==> src/rtl/vga_tile_arbiter.sv <==
// Tile RAM arbiter for a 40x30 text-mode VGA display: fixed-time display prefetch
// slots always win the single RAM port, and CPU accesses fill the remaining cycles.
module vga_tile_arbiter #(
  parameter int COLS  = 40,
  parameter int ROWS  = 30,
  parameter int HLAST = 784,
  parameter int VLAST = 524
) (
  input  logic        clk,
  input  logic        reset_n,
  input  logic [9:0]  hCount,
  input  logic [9:0]  vCount,
  input  logic        cpu_req,
  input  logic        cpu_we,
  input  logic [10:0] cpu_addr,
  input  logic [7:0]  cpu_wdata,
  output logic        cpu_ack,
  output logic [7:0]  cpu_rdata,
  output logic [10:0] mem_addr,
  output logic        mem_we,
  output logic [7:0]  mem_wdata,
  input  logic [7:0]  mem_rdata,
  output logic [7:0]  tile_idx,
  output logic        tile_valid
);

  localparam logic [9:0]  H_ACTIVE_END = 10'(COLS * 16 - 1);
  localparam logic [9:0]  V_ACTIVE     = 10'(ROWS * 16);
  localparam logic [5:0]  LAST_PF_COL  = 6'(COLS - 2);
  localparam logic [9:0]  H_NEXT_LINE  = 10'(HLAST - 1);
  localparam logic [9:0]  V_LAST       = 10'(VLAST);
  localparam logic [10:0] ADDR_LIMIT   = 11'(COLS * ROWS);

  typedef enum logic [1:0] {IDLE, CPU_WAIT, CPU_ACK} arbState_t;

  arbState_t   state;
  logic [9:0]  nextLine;
  logic        slotMid;
  logic        slotEnd;
  logic        dispSlot;
  logic        rowOk;
  logic        dispFetch;
  logic [4:0]  dispRow;
  logic [5:0]  dispCol;
  logic [10:0] dispAddr;
  logic        cpuLegal;
  logic        cpuIssue;
  logic        cpuDrive;
  logic [10:0] memAddrQ;
  logic        dispPend;
  logic        dispMiss;
  logic        cpuReadQ;

  // Slot positions depend only on the beam; the row check only decides whether
  // the slot actually touches the RAM.
  // NOTE: every signal written here gets a value on every path, so no latch is inferred.
  always_comb begin
    nextLine = (vCount == V_LAST) ? 10'd0 : vCount + 10'd1;
    slotMid  = (hCount[3:0] == 4'd14) && (hCount[9:4] <= LAST_PF_COL);
    slotEnd  = (hCount == H_NEXT_LINE);
    dispSlot = slotMid || slotEnd;
    if (slotEnd) begin
      dispRow = nextLine[8:4];
      dispCol = 6'd0;
      rowOk   = (nextLine < V_ACTIVE);
    end else begin
      dispRow = vCount[8:4];
      dispCol = hCount[9:4] + 6'd1;
      rowOk   = (vCount < V_ACTIVE);
    end
    dispAddr = {1'b0, dispRow, 5'b0} + {3'b0, dispRow, 3'b0} + {5'b0, dispCol};

    // Gating with reset_n keeps the RAM port quiet during reset.
    dispFetch = reset_n && dispSlot && rowOk;
    cpuLegal  = (cpu_addr < ADDR_LIMIT);
    cpuIssue  = reset_n && (state == IDLE) && cpu_req && !cpu_ack && !dispSlot;
    cpuDrive  = cpuIssue && cpuLegal;

    mem_addr  = memAddrQ;
    mem_we    = 1'b0;
    mem_wdata = 8'h00;
    if (dispFetch) begin
      mem_addr = dispAddr;
    end else if (cpuDrive) begin
      mem_addr = cpu_addr;
      if (cpu_we) begin
        mem_we    = 1'b1;
        mem_wdata = cpu_wdata;
      end
    end
  end

  // Display pipeline: address in cycle I, RAM data lands in tile_idx at the end of I+1.
  // NOTE: sequential state is updated with non-blocking assignments only.
  always_ff @(posedge clk or negedge reset_n) begin
    if (!reset_n) begin
      memAddrQ   <= 11'd0;
      dispPend   <= 1'b0;
      dispMiss   <= 1'b0;
      tile_idx   <= 8'h00;
      tile_valid <= 1'b0;
    end else begin
      memAddrQ <= mem_addr;
      dispPend <= dispFetch;
      dispMiss <= dispSlot && !rowOk;
      if (hCount == H_ACTIVE_END) begin
        tile_valid <= 1'b0;
      end else if (dispPend) begin
        tile_idx   <= mem_rdata;
        tile_valid <= 1'b1;
      end else if (dispMiss) begin
        tile_valid <= 1'b0;
      end
    end
  end

  // CPU access controller: issue, one cycle in flight, then a one-cycle ack.
  always_ff @(posedge clk or negedge reset_n) begin
    if (!reset_n) begin
      state     <= IDLE;
      cpu_ack   <= 1'b0;
      cpu_rdata <= 8'h00;
      cpuReadQ  <= 1'b0;
    end else begin
      cpu_ack <= 1'b0;
      case (state)
        IDLE: begin
          if (cpuIssue) begin
            state    <= CPU_WAIT;
            cpuReadQ <= !cpu_we && cpuLegal;
          end
        end
        CPU_WAIT: begin
          // Out-of-range reads and all writes return zero.
          cpu_rdata <= cpuReadQ ? mem_rdata : 8'h00;
          cpu_ack   <= 1'b1;
          state     <= CPU_ACK;
        end
        CPU_ACK: state <= IDLE;
        default: state <= IDLE;
      endcase
    end
  end

endmodule

==> config.mk <==
export PLATFORM = sky130hd
export DESIGN_NAME = vga_tile_arbiter
export DESIGN_NICKNAME = d
export VERILOG_FILES = /design/src/rtl/vga_tile_arbiter.sv
export SDC_FILE = /design/constraint.sdc
export NUM_CORES = 1
export LEC_CHECK = 0
export BUFFER_PORTS_ARGS = -buffer_cell sky130_fd_sc_hd__buf_2
export CORE_MARGIN = 5
export CORE_UTILIZATION = 48
export DETAILED_ROUTE_END_ITERATION = 10
export GPL_TIMING_DRIVEN = 0
export PLACE_DENSITY = 0.8
export SKIP_CTS_REPAIR_TIMING = 1
export SLEW_MARGIN = 0
export SYNTH_ARGS = -nofsm -noshare
export SYNTH_HDL_FRONTEND = slang
export SYNTH_SLANG_ARGS = --single-unit
==> constraint.sdc <==
create_clock -name clk -period 3.75 [get_ports clk]
set_input_delay 0.1875 -clock clk [delete_from_list [all_inputs] [get_ports clk]]
set_output_delay 0.1875 -clock clk [all_outputs]
set_load 0.02 [all_outputs]
-- Word level (Yosys, flattened, before mapping)
Cells that the tools add are included.
- order comparisons: 4
- equal/unequal tests: 6
- muxes and demuxes: 19
- $add $sub $neg: 4
- reductions and logical operators: 19
- bitwise gates (word level): 1
- operators by type and width (cell ; number):
    $mux W8 ; 4
    $eq A10 B10 Y1 const B ; 3
    $mux W11 ; 2
    $lt A10 B9 Y1 const B ; 2
    $add A10 B8 Y11 ; 1
    $add A11 B6 Y11 ; 1
    $lt A11 B11 Y1 const B ; 1
    $add A10 B1 Y10 const B ; 1
    $logic_and A1 B1 Y1 ; 10
    $mux W10 ; 1
    $mux W1 ; 8
    $add A6 B1 Y6 const B ; 1
    $le A6 B6 Y1 const B ; 1
    $mux W6 ; 1
    $mux W5 ; 1
    $eq A4 B4 Y1 const B ; 1
    $logic_not A1 Y1 ; 4
    $pmux W2 S2 ; 1
    $reduce_and A2 Y1 ; 2
    $reduce_bool A3 Y1 ; 1
    $eq A2 B1 Y1 const B ; 1
    $logic_not A2 Y1 ; 1
    $mux W2 ; 1
    $ne A2 B2 Y1 const B ; 1
    2 further kinds ; 2
- register bits: 34
- input bits: 51
- word-level logic and storage cells: 62

-- Depth between registers and ports, before layout
Gate-level depths: netlist of run 1.
- word-level depth: 8
- gate-level depth with buffers: 18

-- Worst setup path after synthesis of run 1
Ideal clock, no wire load.
- path kind: in2out
- start: in hCount[4]
- end: out mem_addr[9]
- buffers on the path: 1
- arrival time: 3.148 ns
- path slack: 0.414 ns
- cell stages on the path: 17
- required time: 3.562 ns
- path through: inv_1 ha_1 and3b_1 and3_1 buf_2 nand2_1 xnor2_1 inv_1 fa_1 inv_1 ha_1 a21o_1 a21o_1 a21o_1 a21oi_1 xor2_1 mux2i_1
- cells in the longest elaborated chain, start to end: 8
- elaborated cells between the ends (all ways): 17
- classes of those cells: add/sub (3); order compare (1); eq/ne (1); mux (5); reduce/logical (7)
- RTL lines (element ; RTL line ; text):
    from (decl) ; 11 ; input logic [9:0] hCount,
    branches (longest 7 deep; another with $add A10 B8 Y11) ; -- ;
    $mux W11 (*) ; 82 ; if (dispFetch) begin
    to (decl) ; 19 ; output logic [10:0] mem_addr,
Every way passes the cells marked *.

-- Final worst setup path of run 1
Same ends and word-level chain as after synthesis.

==> impl_metrics.csv, run 1 <==
group,metric,value,unit
placed_design,hpwlAfterDp,3970,um
floorplan,dieHeight,76,um
placed_design,routabilityCongestion,0.856,
logic_synthesis,mappedNetlistArea,2090,um^2
setup_path,path_class,"input pin to output port",
power,leakagePower,1.61,nW
setup_path,ff2ff_path_depth,6,
route,route.detailed.drc,0,
sta,hold_violations,34,
floorplan,die-width,76,um
power,vdd_drop_max,0.193,mV
route,vias,1831,
route,via_per_inst,5.19,
logic_synthesis,synth_cell_type_count,40,
logic_synthesis,yosysSeqAreaShare,40.7,%
clock_tree,cts_sinks,34,
floorplan,start_util,48.7,%
sta,hold_slack,-0.0273,ns
logic_synthesis,synth_edf_count,0,
logic_synthesis,synth.net_count,268,
clock_tree,cts_tree,"built",
setup_path,cp.required,3.56,ns
final_layout,layout_commonest_cell,"buf_2",
power,power_density,446,nW/um^2
placed_design,io_buffers,88,
final_layout,nets,365,
clock_tree,cts_max_level,2,
run_status,violations,"negative hold slack",
final_layout,drive_gt1_share,41.2,%
setup_path,r2r-end,"memAddrQ[5]$_DFF_PN0_",
sta,slew-limit-headroom,48.2,%
global_routing,antenna_found_initial,0,
sta,fin_crit_sh,95.3,%
sta,clock_skew,0.00770,ns
setup_path,crit_path_top_delay_cell,"fa_1",
sta,finalCriticalPeriod,3.58,ns
sta,drv_slew,0,
route,firstDrtPassIters,4,
setup_path,rrSetupSlack,1.59,ns
global_routing,grt_max_degree,37,
setup_path,crit_chain,"buf_2, inv_2, ha_1, and3b_1, and3_1, buf_4, nand2_1, xnor2_2, inv_1, fa_1, inv_1, ha_1, a21o_1, a21o_1, a21o_1, a21oi_2, xor2_1, mux2i_1, buf_4",
final_layout,nFillCells,354,
clock_tree,root_buffer,"clkbuf_8",
floorplan,num_rows,24,
global_routing,grt_pass1_wl,8460,um
sta,setup_viol,0,
final_layout,area_growth,31.5,%
logic_synthesis,synth.largest_area_cell,"dfrtp_1",
worst_hold_path,hold_path.class,"input pin to asynchronous set/reset pin",
setup_path,timing.rr.start,"state[0]$_DFFE_PN0P_",
route,drt_iter0_markers,55,
route,wl_per_cell,13.9,um
setup_path,max_stage_delay,0.53,ns
global_routing,grtUsageTotal,17.4,%
setup_path,cp_num_buf_inv,6,
logic_synthesis,synth.avg_cell_area,10.3,um^2
sta,timing.setup.tns,0,ns
setup_path,worstPathMaxFanout,7,
floorplan,coreArea,4290,um^2
logic_synthesis,async_flop_share,100,%
logic_synthesis,ys_seq_elements,34,
logic_synthesis,synth_area_leaders,"dfrtp_1 (41%), ha_1 (7.2%), mux2i_1 (7.2%), mux2_2 (7.0%), nand2_1 (5.2%)",
clock_tree,clkLatencyLatePin,0.28,ns
setup_path,cp-start-kind,"input pin",
setup_path,cp-end-kind,"output port",
sta,worst_pin_slew,0.776,ns
global_routing,grt_pass1_vias,1846,
logic_synthesis,netlist_instances,203,
final_layout,fin_util,64.0,%
floorplan,dieArea,5780,um^2
setup_path,crit_top_cell,"a21o_1",
global_routing,grt.overflow.total,0,
clock_tree,clk_pin_slew,0.08,ns
route,ant_nets,0,
final_layout,diodes,0,
logic_synthesis,yosysTopAreaCellShare,40.7,%
logic_synthesis,synth_ff_type,"dfrtp_1",
route,drt_wl_total,4910,um
run,cap_violations,0,
sta,max_freq,280,MHz
final_layout,final_cell_mix,"buf_2 (88), dfrtp_1 (34), nand2_1 (29)",
setup_path,critPathTopFamily,"adder cells",
clock_tree,cts_buffer_depth,2,
clock_tree,cts_made_buffers,5,
logic_synthesis,synth_warnings,0,
run_status,status,"finished, violations left",
floorplan,ios,89,
setup_path,cp_data_arrival_time,3.39,ns
worst reg2reg max path, stage by stage (launching register included):
cell,delay (ns)
dfrtp_1,0.38
nor4b_1,0.33
nand4_1,0.24
a21o_1,0.30
buf_2,0.22
mux2_2,0.30
mux2_4,0.27
per-layer routing:
metal	global-route usage, %	part of all wire (%)	vias to the layer above
li1	-	-	904
met1	21.5	42	851
met2	28.8	50	67
met3	5.20	7.0	9
met4	6.05	1.6	0
met5	0	0	-
logic make-up after synthesis:
logic type               after synthesis  share of synthesized area, %
AND/OR/NAND/NOR                       76                          19.9
XOR/XNOR                              12                          5.03
buffers and inverters                 17                          3.53
multiplexers                          29                          14.9
flip-flops                            34                          40.7
AO/OA/AOI/OAI                         21                          6.82
adder cells (fa/ha/maj)               14                          9.10
how the worst max path moves through the flow:
stage	slack [ns]	start	end	cells past startpoint
after floorplan	0.41	hCount[4]	mem_addr[9]	17
after global placement	0.14	hCount[4]	mem_addr[9]	19
after detailed placement	0.05	hCount[4]	mem_addr[10]	18
after CTS	0.06	hCount[4]	mem_addr[10]	18
after global routing	-0.06	hCount[4]	mem_addr[9]	19
final	0.17	hCount[4]	mem_addr[9]	19
state kept, by name, summed over array words and instances (netlist names):
name        flops
tile_valid      1
dispMiss        1
cpu_rdata       8
state           2
memAddrQ       11
cpuReadQ        1
cpu_ack         1
dispPend        1
tile_idx        8
through the flow:
stage / cells / cell area (um^2) / worst slack [ns] / power (mW)
final: 353 / 2750 / 0.175 / 1.23
after CTS: 351 / 2710 / 0.0630 / 1.23
after global routing: 353 / 2750 / -0.0561 / 1.31
after detailed placement: 343 / 2600 / 0.0506 / 0.895
after floorplan: 203 / 2090 / 0.414 / 0.737
after global placement: 343 / 2600 / 0.144 / 0.882
final cells by class:
type / instances / area, um^2 / area share, %
multi-input cells: 152 / 1190 / 43.1
flip-flops and latches: 34 / 851 / 30.9
repair buffers: 90 / 458 / 16.7
clock buffers: 5 / 68.8 / 2.50
well taps: 52 / 65.1 / 2.37
clock inverters: 3 / 45.0 / 1.64
inverters: 12 / 45.0 / 1.64
plain buffers: 5 / 31.3 / 1.14
cells in the mapped netlist, types with 2 or more instances:
master and n:
a21o_1 6, dfrtp_1 34, xnor2_1 7, o21ai_0 4, mux2_2 13, xor2_1 5, and2_1 8, and3_1 3
nor2_1 4, ha_1 12, a21oi_1 4, clkbuf_1 2, nand4_1 3, nand2_1 29, nor2b_1 2, mux2i_1 15
inv_1 11, and3b_1 2, nand4b_1 3, buf_2 2, nand3_1 14, fa_1 2
report_power, final:
| part | total, mW | switching (mW) | internal [mW] |
|---|---|---|---|
| Clock | 0.332 | 0.134 | 0.198 |
| Sequential | 0.470 | 0.0265 | 0.443 |
| Combinational | 0.425 | 0.251 | 0.173 |
| Total | 1.23 | 0.412 | 0.814 |
(Power assumes the default switching activity.)
==> run 2, diff against run 1 <==
--- a/config.mk
+++ b/config.mk
@@ -7,10 +7,10 @@
 export LEC_CHECK = 0
 export BUFFER_PORTS_ARGS = -buffer_cell sky130_fd_sc_hd__buf_2
 export CORE_MARGIN = 5
-export CORE_UTILIZATION = 48
+export CORE_UTILIZATION = 43
 export DETAILED_ROUTE_END_ITERATION = 10
 export GPL_TIMING_DRIVEN = 0
-export PLACE_DENSITY = 0.8
+export PLACE_DENSITY = 0.76
 export SKIP_CTS_REPAIR_TIMING = 1
 export SLEW_MARGIN = 0
 export SYNTH_ARGS = -nofsm -noshare
==> constraint.sdc (replaced) <==
create_clock -name clk -period 3.1 [get_ports clk]
set_input_delay 0.155 -clock clk [delete_from_list [all_inputs] [get_ports clk]]
set_output_delay 0.155 -clock clk [all_outputs]
set_load 0.02 [all_outputs]
==> impl_metrics.csv, run 2 (synthesis results as in run 1) <==
group,metric,value,unit
final_layout,area_growth,40.6,%
floorplan,num_rows,25,
setup_path,crit_top_cell,"a21o_1",
sta,max_freq,303,MHz
clock_tree,clkLatencyLatePin,0.29,ns
clock_tree,cts_buffer_depth,2,
power,leakagePower,1.65,nW
sta,clock_skew,0.00603,ns
setup_path,ff2ff_path_depth,6,
floorplan,dieArea,6360,um^2
setup_path,crit_path_top_delay_cell,"or4_4",
clock_tree,root_buffer,"clkbuf_8",
placed_design,io_buffers,88,
setup_path,max_stage_delay,0.53,ns
route,wl_per_cell,14.4,um
placed_design,hpwlAfterDp,4210,um
clock_tree,cts_made_buffers,5,
worst_hold_path,hold_path.class,"input pin to asynchronous set/reset pin",
final_layout,seqCellArea,851,um^2
route,drt_wl_total,5360,um
final_layout,largest_reg_flops,11,
final_layout,multi_input_area,1270,um^2
global_routing,grt_pass1_wl,8400,um
clock_tree,cts_max_level,2,
power,p_seq_share,37.2,%
sta,rsz0062_at_grt,"true",
floorplan,coreArea,4720,um^2
final_layout,nFillCells,403,
setup_path,cp.depth,17,
route,ant_nets,0,
global_routing,grt_max_degree,37,
power,swShare,34.1,%
global_routing,grtUsageTotal,16.8,%
sta,finalCriticalPeriod,3.30,ns
setup_path,cp-end-kind,"output port",
sta,setup_ws,-0.197,ns
setup_path,cp-start-kind,"input pin",
route,via_per_inst,5.01,
setup_path,cp_data_arrival_time,3.14,ns
sta,drv_slew,0,
setup_path,worstPathMaxFanout,2,
clock_tree,cts_tree,"built",
global_routing,grt_use_met2,29.3,%
final_layout,final_cell_mix,"buf_2 (82), dfrtp_1 (34), nand2_1 (27)",
global_routing,grt.overflow.total,0,
final_layout,nets,369,
placed_design,routabilityCongestion,0.855,
clock_tree,clk_pin_slew,0.07,ns
floorplan,ios,89,
final_layout,top_register,"memAddrQ",
power,netSwitchingPower,0.523,mW
setup_path,critPathTopFamily,"compound AO/OA/AOI/OAI gates",
run_status,status,"finished, violations left",
sta,hold_violations,34,
global_routing,grt_use_met3,2.71,%
setup_path,cp.required,2.94,ns
route,drt_iter0_markers,64,
sta,setup_viol,3,
final_layout,layout_commonest_cell,"buf_2",
power,power_density,521,nW/um^2
power,vdd_drop_max,0.235,mV
setup_path,crit_chain,"buf_8, or4_4, nor4_4, o21ai_2, nand2_2, o31ai_4, inv_1, fa_1, inv_2, ha_4, a21o_1, a21o_1, a21o_1, a21oi_2, xor2_1, mux2i_2, buf_4",
power,clockPowerShare,26.4,%
floorplan,dieHeight,79.7,um
sta,timing.setup.tns,-0.304,ns
sta,slew-limit-headroom,47.9,%
floorplan,die-width,79.7,um
global_routing,top_usage_layer,"met2",
clock_tree,cts_sinks,34,
route,firstDrtPassIters,5,
power,internal-power,1.01,mW
run,cap_violations,0,
final_layout,top_regs,"memAddrQ x11, cpu_rdata x8, tile_idx x8",
sta,worst_pin_slew,0.777,ns
global_routing,met1_usage,20.7,%
sta,fin_crit_sh,106,%
route,vias,1865,
final_layout,diodes,0,
setup_path,path_class,"input pin to output port",
setup_path,rrSetupSlack,0.80,ns
floorplan,start_util,44.3,%
final_layout,drive_gt1_share,46.6,%
run_status,violations,"negative hold slack, negative setup slack",
setup_path,cp_num_buf_inv,4,
global_routing,antenna_found_initial,0,
power,comb_power_share,36.4,%
route,route.detailed.drc,0,
global_routing,grt_pass1_vias,1804,
sta,hold_slack,-0.0588,ns
run 2: cell count changes in the layout (fill, tap and decap cells not counted), moves of 3 or more:
| cell | before | now |
|---|---|---|
| buf_2 | 88 | 82 |
| buf_4 | 4 | 9 |
| buf_8 | 0 | 3 |
| ha_1 | 12 | 9 |
run 2: final timing paths:
| check | from | endpoint |
|---|---|---|
| worst min register to register | cpu_rdata[5]$_DFFE_PN0P_ | cpu_rdata[5]$_DFFE_PN0P_ |
| worst max register to register | state[0]$_DFFE_PN0P_ | memAddrQ[5]$_DFF_PN0_ |
| worst max-delay path | vCount[7] | mem_addr[9] |
| max in group asynchronous | reset_n | tile_idx[6]$_DFFE_PN0P_ |
| worst min-delay path | reset_n | memAddrQ[4]$_DFF_PN0_ |
| min in group clk | cpu_we | cpuReadQ$_DFFE_PN0P_ |
run 2: final cells by class:
cell class / count / area share (%)
clock inverter: 3 / 1.53
multi-input combinational: 152 / 43.3
sequential: 34 / 28.9
tap: 67 / 2.85
clock buffer: 5 / 2.34
buffer: 5 / 1.19
inverter: 12 / 1.79
timing repair buffer: 94 / 18.0
run 2: per-layer routing:
metal | share of wire, % | up-vias
met4 | 2.0 | 0
met3 | 6.5 | 10
met1 | 39 | 871
li1 | - | 913
met5 | 0 | -
met2 | 53 | 71
run 2: stage by stage:
stage	setup slack [ns]	std cells	power (mW)	utilization, %	instance area [um^2]
floorplan	0.00106	203	0.899	-	2110
global placement	-0.322	358	1.08	55.8	2640
detailed placement	-0.422	358	1.10	55.8	2640
CTS	-0.436	366	1.51	58.3	2750
global route	-0.323	372	1.62	62.2	2940
finish	-0.197	372	1.53	62.2	2940
run 2: power groups by stage:
| stage | combinational (mW) | sequential, mW | clock, mW |
|---|---|---|---|
| 2_1_floorplan | 0.271 | 0.628 | 0 |
| 3_3_place_gp | 0.505 | 0.573 | 0 |
| 3_5_place_dp | 0.519 | 0.580 | 0 |
| 4_1_cts | 0.522 | 0.572 | 0.413 |
| 5_1_grt | 0.607 | 0.581 | 0.436 |
| 6_report | 0.558 | 0.570 | 0.404 |
==> run 3, diff against run 2 <==
--- a/config.mk
+++ b/config.mk
@@ -6,11 +6,13 @@
 export NUM_CORES = 1
 export LEC_CHECK = 0
 export BUFFER_PORTS_ARGS = -buffer_cell sky130_fd_sc_hd__buf_2
+export CORE_ASPECT_RATIO = 2
 export CORE_MARGIN = 5
 export CORE_UTILIZATION = 43
 export DETAILED_ROUTE_END_ITERATION = 10
 export GPL_TIMING_DRIVEN = 0
 export PLACE_DENSITY = 0.76
+export REMOVE_ABC_BUFFERS = 1
 export SKIP_CTS_REPAIR_TIMING = 1
 export SLEW_MARGIN = 0
 export SYNTH_ARGS = -nofsm -noshare
==> impl_metrics.csv, run 3 (synthesis results as in run 1) <==
group,metric,value,unit
final_layout,final_cell_mix,"buf_2 (81), dfrtp_1 (34), nand2_1 (27)",
run,cap_violations,0,
placed_design,placed_area,2570,um^2
clock_tree,cts_max_level,2,
placed_design,io_buffers,88,
clock_tree,cts_buffer_depth,2,
power,clockPowerShare,26.5,%
final_layout,top_register,"memAddrQ",
power,power_density,523,nW/um^2
global_routing,grt_pass1_vias,1710,
final_layout,layout_commonest_cell,"buf_2",
power,netSwitchingPower,0.509,mW
sta,clock_skew,0.00893,ns
global_routing,grt_pass1_wl,7690,um
sta,hold_slack,-0.0597,ns
route,drt_wl_total,5260,um
setup_path,cp-end-kind,"output port",
clock_tree,cts_sinks,34,
sta,drv_slew,0,
worst_hold_path,hold_path.class,"input pin to asynchronous set/reset pin",
final_layout,diodes,0,
sta,worst_pin_slew,0.779,ns
route,via_per_inst,5.13,
final_layout,fin_cells,357,
sta,finalCriticalPeriod,3.31,ns
final_layout,drive_gt1_share,46.7,%
floorplan,dieArea,6440,um^2
route,drt_iter0_markers,48,
route,vias,1833,
floorplan,num_rows,36,
final_layout,area_growth,37.6,%
sta,hold_violations,34,
route,route.detailed.drc,0,
final_layout,fin_util,59.7,%
global_routing,grtUsageTotal,15.5,%
sta,setup_ws,-0.213,ns
setup_path,cp.required,2.94,ns
power,leakagePower,1.64,nW
floorplan,coreArea,4820,um^2
floorplan,start_util,43.4,%
route,ant_nets,0,
setup_path,cp_data_arrival_time,3.16,ns
power,vdd_drop_max,0.313,mV
setup_path,cp-start-kind,"input pin",
route,wl_per_cell,14.7,um
power,internal-power,0.997,mW
floorplan,dieHeight,109,um
setup_path,critPathTopFamily,"adder cells",
sta,max_freq,302,MHz
final_layout,largest_reg_flops,11,
floorplan,ios,89,
final_layout,nets,364,
run_status,violations,"negative hold slack, negative setup slack",
power,swShare,33.8,%
setup_path,rrSetupSlack,0.84,ns
global_routing,grt_max_degree,37,
power,comb_power_share,35.4,%
sta,setup_viol,3,
setup_path,crit_top_cell,"a21o_1",
setup_path,path_class,"input pin to output port",
clock_tree,clk_pin_slew,0.07,ns
sta,fin_crit_sh,107,%
global_routing,grt.overflow.total,0,
clock_tree,root_buffer,"clkbuf_8",
floorplan,die-width,59.3,um
sta,rsz0062_at_grt,"true",
placed_design,routabilityCongestion,0.754,
setup_path,crit_path_top_delay_cell,"fa_1",
clock_tree,clkLatencyLatePin,0.29,ns
final_layout,design_area,2880,um^2
run_status,status,"finished, violations left",
setup_path,max_stage_delay,0.52,ns
sta,slew-limit-headroom,47.7,%
power,p_seq_share,38.1,%
final_layout,top_regs,"memAddrQ x11, cpu_rdata x8, tile_idx x8",
route,firstDrtPassIters,4,
placed_design,hpwlAfterDp,4050,um
clock_tree,cts_tree,"built",
setup_path,crit_chain,"buf_2, and3b_1, and3_4, nand2_4, xnor2_2, inv_2, fa_1, inv_2, ha_4, a21o_1, a21o_1, a21o_1, a21oi_2, xor2_1, mux2i_1, buf_4",
placed_design,place_inst,343,
setup_path,cp_num_buf_inv,4,
setup_path,worstPathMaxFanout,7,
global_routing,antenna_found_initial,0,
clock_tree,cts_made_buffers,5,
==> run 3: power groups by stage <==
stage	Combinational [mW]	Sequential (mW)	Clock, mW
detailed placement	0.496	0.583	0
finish	0.533	0.574	0.399
global route	0.581	0.586	0.423
CTS	0.500	0.575	0.406
floorplan	0.256	0.632	0
global placement	0.486	0.578	0
==> run 3: layout make-up <==
class	count	area (um^2)
Clock buffer	5	68.8
Tap cell	57	71.3
Timing Repair Buffer	94	529
Inverter	12	52.6
Sequential cell	34	851
Clock inverter	3	40.0
Multi-Input combinational cell	152	1260
Fill cell	422	1940
==> run 3: through the flow <==
step	worst slack [ns]	total power, mW	setup TNS (ns)
floorplan	-0.177	0.888	-0.392
global placement	-0.494	1.06	-2.15
detailed placement	-0.544	1.08	-2.43
CTS	-0.580	1.48	-1.82
global route	-0.317	1.59	-0.878
finish	-0.213	1.51	-0.343
==> run 3: final timing paths <==
| check | from | depth (start not counted) | end |
|---|---|---|---|
| min | reset_n | 1 | cpu_rdata[0]$_DFFE_PN0P_ |
| max | hCount[7] | 16 | mem_addr[9] |
| min in group clk | cpu_we | 2 | cpuReadQ$_DFFE_PN0P_ |
| max reg2reg | state[0]$_DFFE_PN0P_ | 5 | memAddrQ[3]$_DFF_PN0_ |
| max in group asynchronous | reset_n | 1 | memAddrQ[5]$_DFF_PN0_ |
| min reg2reg | cpu_rdata[3]$_DFFE_PN0P_ | 2 | cpu_rdata[3]$_DFFE_PN0P_ |
==> run 3: per-layer routing <==
metal	global-route usage, %	share of wire, %	wire, um
met2	30.4	60	3160
met4	6.00	2.5	131
met1	14.9	31	1640
met5	0	0	0
met3	2.73	6.2	327
